$ cat src/rtl/uart_rx_edge_bit_sampler.sv
// ---------------------------------------------------------------------------
// uart_rx_edge_bit_sampler
//
// Timing and sampling front end of the UART receiver. It counts oversampling
// clock edges inside a bit (edge_cnt, 1..P) and bits inside a frame
// (bit_cnt, start bit = 0). It also takes a 3-sample majority vote of rx_in
// around the middle of each bit.
//
// Optional feature macro: RX_IN_SYNC_EN
//   defined   : rx_in goes through a 2-flop synchronizer (reset to 1) before
//               the sampler. This adds 2 cycles from rx_in to the vote.
//               Counter timing is unchanged.
//   undefined : rx_in feeds the sampler directly and must be synchronous
//               to clk.
//
// Ports:
//   clk          in   oversampling clock
//   rst          in   synchronous, active-high reset
//   rx_in        in   serial line, idle high
//   prescalar    in   oversampling ratio (8/16/32 legal; < 8 treated as 8)
//   cnt_en       in   edge/bit counter enable from the RX FSM
//   samp_en      in   sampler enable from the RX FSM
//   edge_cnt     out  edge position within the current bit, 1..P (0 = idle)
//   bit_cnt      out  bit index within the frame
//   sampled_bit  out  majority-voted value of the most recent bit
//   sample_valid out  one-cycle pulse when sampled_bit is updated
//
// Handshake: there is no valid/ready pair. sample_valid is a pure strobe
// that is high for exactly one cycle, in the same cycle that the new
// sampled_bit first appears. The consumer cannot stall it.
// ---------------------------------------------------------------------------
module uart_rx_edge_bit_sampler #(
  parameter int PRESC_W   = 6,
  parameter int BIT_CNT_W = 4
) (
  input  logic                 clk,
  input  logic                 rst,
  input  logic                 rx_in,
  input  logic [PRESC_W-1:0]   prescalar,
  input  logic                 cnt_en,
  input  logic                 samp_en,
  output logic [PRESC_W-1:0]   edge_cnt,
  output logic [BIT_CNT_W-1:0] bit_cnt,
  output logic                 sampled_bit,
  output logic                 sample_valid
);

  localparam logic [PRESC_W-1:0] P_MIN = PRESC_W'(8);
  localparam logic [PRESC_W-1:0] ONE   = PRESC_W'(1);

  // Registered state
  logic [PRESC_W-1:0]   edge_q, edge_d;
  logic [BIT_CNT_W-1:0] bit_q, bit_d;
  logic [PRESC_W-1:0]   p_q, p_d;
  logic                 cnt_en_q;
  logic                 s0_q, s0_d;
  logic                 s1_q, s1_d;
  logic                 sampled_q, sampled_d;
  logic                 valid_q, valid_d;

  // Sampler input, optionally synchronized
  logic rx_s;

`ifdef RX_IN_SYNC_EN
  logic sync1_q, sync2_q;

  always_ff @(posedge clk) begin
    if (rst) begin
      sync1_q <= 1'b1;
      sync2_q <= 1'b1;
    end else begin
      sync1_q <= rx_in;
      sync2_q <= sync1_q;
    end
  end

  assign rx_s = sync2_q;
`else
  assign rx_s = rx_in;
`endif

  // A frame starts on the first enabled cycle after a disabled one.
  // Only at that moment is the prescale value taken from the bus.
  logic cnt_start;
  assign cnt_start = cnt_en && !cnt_en_q;

  // Prescale latch
  always_comb begin
    p_d = p_q;
    if (cnt_start) begin
      p_d = (prescalar < P_MIN) ? P_MIN : prescalar;
    end
  end

  // Edge and bit counters.
  // When the counter is enabled again, edge_q is already 0. This is because
  // the previous disabled cycle cleared it. So comparing edge_q against the
  // held p_q is always safe, even on the cycle that latches a new P.
  always_comb begin
    edge_d = edge_q;
    bit_d  = bit_q;
    if (!cnt_en) begin
      edge_d = '0;
      bit_d  = '0;
    end else if (edge_q == p_q) begin
      edge_d = ONE;
      bit_d  = bit_q + BIT_CNT_W'(1);
    end else begin
      edge_d = edge_q + ONE;
    end
  end

  // Sampler. Captures happen at H, H+1 and H+2, where H = P/2.
  // The third sample never needs its own flop: it is voted directly from
  // rx_s on the same edge that would have stored it.
  logic [PRESC_W-1:0] half, half_p1, half_p2;
  logic               vote;

  assign half    = p_q >> 1;
  assign half_p1 = half + ONE;
  assign half_p2 = half + PRESC_W'(2);
  assign vote    = (s0_q & s1_q) | (s0_q & rx_s) | (s1_q & rx_s);

  always_comb begin
    s0_d      = s0_q;
    s1_d      = s1_q;
    sampled_d = sampled_q;
    valid_d   = 1'b0;
    if (!samp_en || edge_q == ONE) begin
      // Dropping samp_en throws away any partial vote. Each bit also
      // starts from a clean vote at its first edge.
      s0_d = 1'b0;
      s1_d = 1'b0;
    end else begin
      if (edge_q == half)    s0_d = rx_s;
      if (edge_q == half_p1) s1_d = rx_s;
      if (edge_q == half_p2) begin
        sampled_d = vote;
        valid_d   = 1'b1;
      end
    end
  end

  always_ff @(posedge clk) begin
    if (rst) begin
      edge_q    <= '0;
      bit_q     <= '0;
      p_q       <= P_MIN;
      cnt_en_q  <= 1'b0;
      s0_q      <= 1'b0;
      s1_q      <= 1'b0;
      sampled_q <= 1'b1;
      valid_q   <= 1'b0;
    end else begin
      edge_q    <= edge_d;
      bit_q     <= bit_d;
      p_q       <= p_d;
      cnt_en_q  <= cnt_en;
      s0_q      <= s0_d;
      s1_q      <= s1_d;
      sampled_q <= sampled_d;
      valid_q   <= valid_d;
    end
  end

  assign edge_cnt     = edge_q;
  assign bit_cnt      = bit_q;
  assign sampled_bit  = sampled_q;
  assign sample_valid = valid_q;

endmodule

$ cat config.mk
export PLATFORM = sky130hd
export DESIGN_NAME = uart_rx_edge_bit_sampler
export DESIGN_NICKNAME = d
export VERILOG_FILES = /design/src/rtl/uart_rx_edge_bit_sampler.sv
export SDC_FILE = /design/constraint.sdc
export NUM_CORES = 1
export LEC_CHECK = 0
export ABC_CLOCK_PERIOD_IN_PS = 4000
export BUFFER_PORTS_ARGS = -buffer_cell sky130_fd_sc_hd__buf_2
export CAP_MARGIN = 5
export CORE_ASPECT_RATIO = 0.8
export CORE_UTILIZATION = 56
export DETAILED_ROUTE_END_ITERATION = 16
export PLACE_DENSITY = 0.92
export RECOVER_POWER = 50
export SLEW_MARGIN = 20
export SYNTH_ARGS = -nofsm -noshare
export SYNTH_HDL_FRONTEND = slang
export SYNTH_SLANG_ARGS = --single-unit
$ cat constraint.sdc
create_clock -name clk -period 4 [get_ports clk]
set_input_delay 0.6 -clock clk [delete_from_list [all_inputs] [get_ports clk]]
set_output_delay 0.6 -clock clk [all_outputs]
set_load 0.05 [all_outputs]
; Word-level counts from Yosys, hierarchy flattened
; Index checks and enable logic that the tools add are counted.
[classes]
n_addsub = 4
mul = 0
div_mod_pow = 0
magnitude_cmp = 1
n_eq_ne = 5
shift = 0
n_mux = 3
bitwise = 7
n_reduce_logical = 8
[op_table]
columns = op, count
row1 = 6-bit equality test, 3
row2 = "5-bit by 1-bit adder with 6-bit output, second input constant", 1
row3 = "5-bit by 2-bit adder with 6-bit output, second input constant", 1
row4 = "6-bit by 1-bit adder with 6-bit output, second input constant", 1
row5 = "6-bit by 1-bit equality test with 1-bit output, second input constant", 1
row6 = 6-bit by 5-bit equality test with 1-bit output, 1
row7 = "6-bit by 4-bit less-than comparator with 1-bit output, second input constant", 1
row8 = 6-bit two-way mux, 1
row9 = "4-bit by 1-bit adder with 4-bit output, second input constant", 1
row10 = 2-bit OR reduction, 2
row11 = 1-bit bitwise AND, 3
row12 = 3-bit OR reduction, 1
row13 = 1-bit logical NOT, 2
row14 = 1-bit two-way mux, 2
row15 = 1-bit inverter, 2
row16 = 1-bit OR, 2
row17 = 2-bit AND reduction, 1
row18 = 1-bit logical AND, 1
row19 = 1-bit logical OR, 1
[totals]
ff_bits = 21
latch_bits = 0
ram_bits = 0
rom_bits = 0
inputBits = 11
output_inout_bits = 12
elab_cells = 37
mem_count = 0

; Depth between registers and ports, before layout
[logic_depth]
word_depth = 4
ltp_mapped = 7
ltp_nobuf = 6

; Worst setup path before layout
; Ideal clock, no wire load.
[synth_timing]
path_kind = flip-flop to flip-flop
from = register edge_q[0], in the netlist edge_cnt[0]
to = register bit_q[2], in the netlist bit_cnt[2]
setup_ns = 0.065
t_arrival_ns = 1.901
required_time_ns = 3.935
setup_slack_ns = 2.034
stages_incl_launch_ff = 7
n_path_buf = 1
synth_period_minus_slack_ns = 1.966
path_cell_list = dfxtp_1 -> clkbuf_1 -> xnor2_1 -> nand4_1 -> or4b_1 -> xor2_1 -> nor2_1
[synth_between]
elab_chain_cells = 1
[synth_rtl]
columns = element, line_no
row1 = from (decl), 52  ; logic [PRESC_W-1:0] edge_q, edge_d;
row2 = from (signal assigned), 155  ; edge_q <= edge_d;
row3 = 6-bit equality test, 105  ; end else if (edge_q == p_q) begin
row4 = to (signal assigned), 156  ; bit_q <= bit_d;
row5 = to (decl), 53  ; logic [BIT_CNT_W-1:0] bit_q, bit_d;
; No other way between the ends.
; A chain may end at the register's enable or synchronous reset.

; Worst setup path in the final report
[layout_timing]
from = register edge_q[2], in the netlist edge_cnt[2]
to = register edge_q[4], in the netlist edge_cnt[4]
[layout_between]
elab_chain_cells = 2
word_cells_on_any_way = 3
cone_classes = add/sub (1) / eq/ne (1) / reduce/logical (1)
[layout_rtl]
columns = element
row1 = branches (longest 2 deep; another with 6-bit by 1-bit adder with 6-bit output)
; Parallel ways; which one is timed is not known.

==> results_dict.tcl <==
set metrics [dict create \
    max-vdd-ir-drop_mv 0.233 \
    yosysTopAreaCell "dfxtp_1" \
    clock-sinks 21 \
    cts_buffers 3 \
    max_freq_mhz 503 \
    met2_length_um 1230 \
    synth_area_per_cell_um2 8.62 \
    p_sw_share_pct 27.2 \
    tns_ps 0 \
    hpwl_um 1920 \
    topRoutingLayerUsed "met4" \
    place_congestion 0.890 \
    port_buffers 22 \
    cpMaxStageDelayCell "dfxtp_1" \
    dieArea_mm2 0.00234 \
    die_w_um 53.9 \
    hold_class "reg -> reg" \
    path_class "reg -> reg" \
    crit_path_cell_trace "xnor2_1 > nand4_1 > nor3_1 > nand2b_1 > nor2_1" \
    core_mm2 0.00194 \
    routed_wirelength_um 2550 \
    yosysSeqAreaShare_pct 34.9 \
    met1Wirelength_um 1130 \
    relSlewSlack_pct 51.6 \
    initial_core_util_pct 62.0 \
    p_leak_nw 0.562 \
    cp.required_ps 4190 \
    start_kind "register" \
    wl_met3_um 152 \
    cts_max_path_buffers 2 \
    avgRoutedWirePerCell_um 14.2 \
    clk_pin_slew_ps 110 \
    final_cell_area_mm2 0.00131 \
    fin_worst_skew_ps 4.48 \
    pwr-share-seq_pct 59.3 \
    setup_viol 0 \
    yosys.area.top_type_share_pct 34.9 \
    antenna_found_initial 0 \
    syn_to_final_growth_pct 8.30 \
    period_minus_slack_ps 1990 \
    viasPerCell 5.85 \
    ys_ff_latch 21 \
    max_stage_delay_ps 630 \
    p_int_mw 0.277 \
    timing.hold.ws_ps 482 \
    finalCritPeriodShare_pct 49.7 \
    syn-instance-count 140 \
    fill_cells 165 \
    drtPass1Iterations 6 \
    drc_errors 0 \
    vias 1047 \
    arrival_ps 2180 \
    placedInstanceArea_mm2 0.00129 \
    ios 23 \
    postCtsHoldBufs 0 \
    final_nets 172 \
    synth_cell_type_count 34 \
    slew_viol_final 0 \
    netSwitchingPower_mw 0.104 \
    clkLatencyLatePin_ps 300 \
    syn_area_mm2 0.00121 \
    grt_start_max_net_pins 12 \
    worst_pin_slew_ps 720 \
    ctsResizeCount 0 \
    first_iter_violations 14 \
    die_y_um 43.5 \
    multi_input_area_um2 714 \
    grt_pass1_wl_um 4080 \
    hold_viol 0 \
    grt_pass1_vias 925 \
    drive_gt1_share_pct 11.6 \
    cts-root-buf "clkbuf_4" \
    endpoint_kind "register" \
    fin_cells 179 \
    htree_levels 1 \
    ant_nets 0 \
    clock_power_share_pct 26.5 \
    dpl.cell_count 175 \
    gr-total-overflow 0 \
    tritoncts "done" \
    rsz0062_at_grt "no" \
    outcome "finished, final reports clean" \
    grtUsageTotal_pct 24.5 \
    diodes 0 \
    ys_warn_count 0 \
    ys_top_cells_by_area "dfxtp_1 (35%), xnor2_1 (8.0%), xor2_1 (8.0%)" \
    rows 14 \
    comb_power_share_pct 14.2 \
    powerDensity_mw_per_mm2 291 \
    final_util_pct 67.2 \
    post_cts_buffers 0 \
    drv_cap 0 \
    cp_max_fo 11 \
    synth_nets 156 \
    regArea_um2 420 \
]
path summary, 6_finish.rpt:
check	startpoint	endpoint	slack (ps)	cells past startpoint
worst min register to register	s1_q	s1_q	480	2
worst min-delay path	s1_q	s1_q	480	2
worst max register to register	edge_cnt[2]	edge_cnt[4]	2010	5
worst max-delay path	edge_cnt[2]	edge_cnt[4]	2010	5
synth_stat cells, drive strengths merged:
cell,instances
nor2,20
and3b,1
nand2,6
nor3,2
nor4,3
or3b,1
o211a,1
a21o,1
buf,5
xor2,11
a22oi,3
a31oi,1
maj3,1
ha,5
nand4,3
and3,2
o31ai,1
dfxtp,21
or4b,1
clkbuf,6
o311ai,1
o21ai,1
xnor2,11
nand2b,6
o21bai,1
nor2b,3
nor3b,1
nand3,6
a21oi,3
inv,4
mux2i,8
power groups by stage:
| stage | clock (mW) | sequential (mW) | combinational [mW] |
|---|---|---|---|
| 2_1_floorplan | 0 | 0.228 | 0.0413 |
| 3_3_place_gp | 0 | 0.229 | 0.0510 |
| 5_1_grt | 0.110 | 0.226 | 0.0599 |
| 3_5_place_dp | 0 | 0.230 | 0.0540 |
| 4_1_cts | 0.103 | 0.225 | 0.0543 |
| 6_report | 0.101 | 0.225 | 0.0541 |
registers in the layout, indices dropped and copies added (netlist names):
name          count
bit_cnt           4
sample_valid      1
edge_cnt          6
cnt_en_q          1
p_q               6
s0_q              1
s1_q              1
sampled_bit       1
per-layer routing:
metal,track usage (%),vias to the layer above
met5,0,-
met4,5.79,0
met3,7.72,6
met2,40.2,37
met1,31.1,503
li1,-,501
per-stage QoR:
stage	power (mW)	setup slack, ps
global route	0.396	1850
CTS	0.382	2140
global placement	0.280	2260
detailed placement	0.284	2150
finish	0.380	2010
floorplan	0.269	2030
kinds of logic after synthesis:
group                    share of synthesized area (%)
XOR/XNOR                                          16.0
flip-flops                                        34.9
adder cells (fa/ha/maj)                           6.02
AND/OR/NAND/NOR                                   23.5
multiplexers                                      6.64
buffers and inverters                             5.50
AO/OA/AOI/OAI                                     7.47
cells in the final DEF (no fill, tap or decap), drive strengths merged, types with 4 or more instances in the layout:
| cell | instances |
|---|---|
| dfxtp | 21 |
| nor2 | 20 |
| buf | 14 |
| clkbuf | 12 |
| xor2 | 11 |
| xnor2 | 11 |
| mux2i | 8 |
| nand2b | 6 |
| nand3 | 6 |
| nand2 | 6 |
| ha | 5 |
| inv | 4 |
critical path: cells and delay by family, from the launching register on:
kind          cells  cell delay, ps
xor+xnor          1             180
flops             1             630
simple gates      4            1070
area by class of cell:
cell class                 instances  area share (%)
clock buffer                       4            2.01
tap                               24            2.30
inverter                           4            1.15
timing repair buffer              22            7.66
sequential                        21            32.2
multi-input combinational        104            54.7
Note: power is estimated with default switching activity, not from simulation.
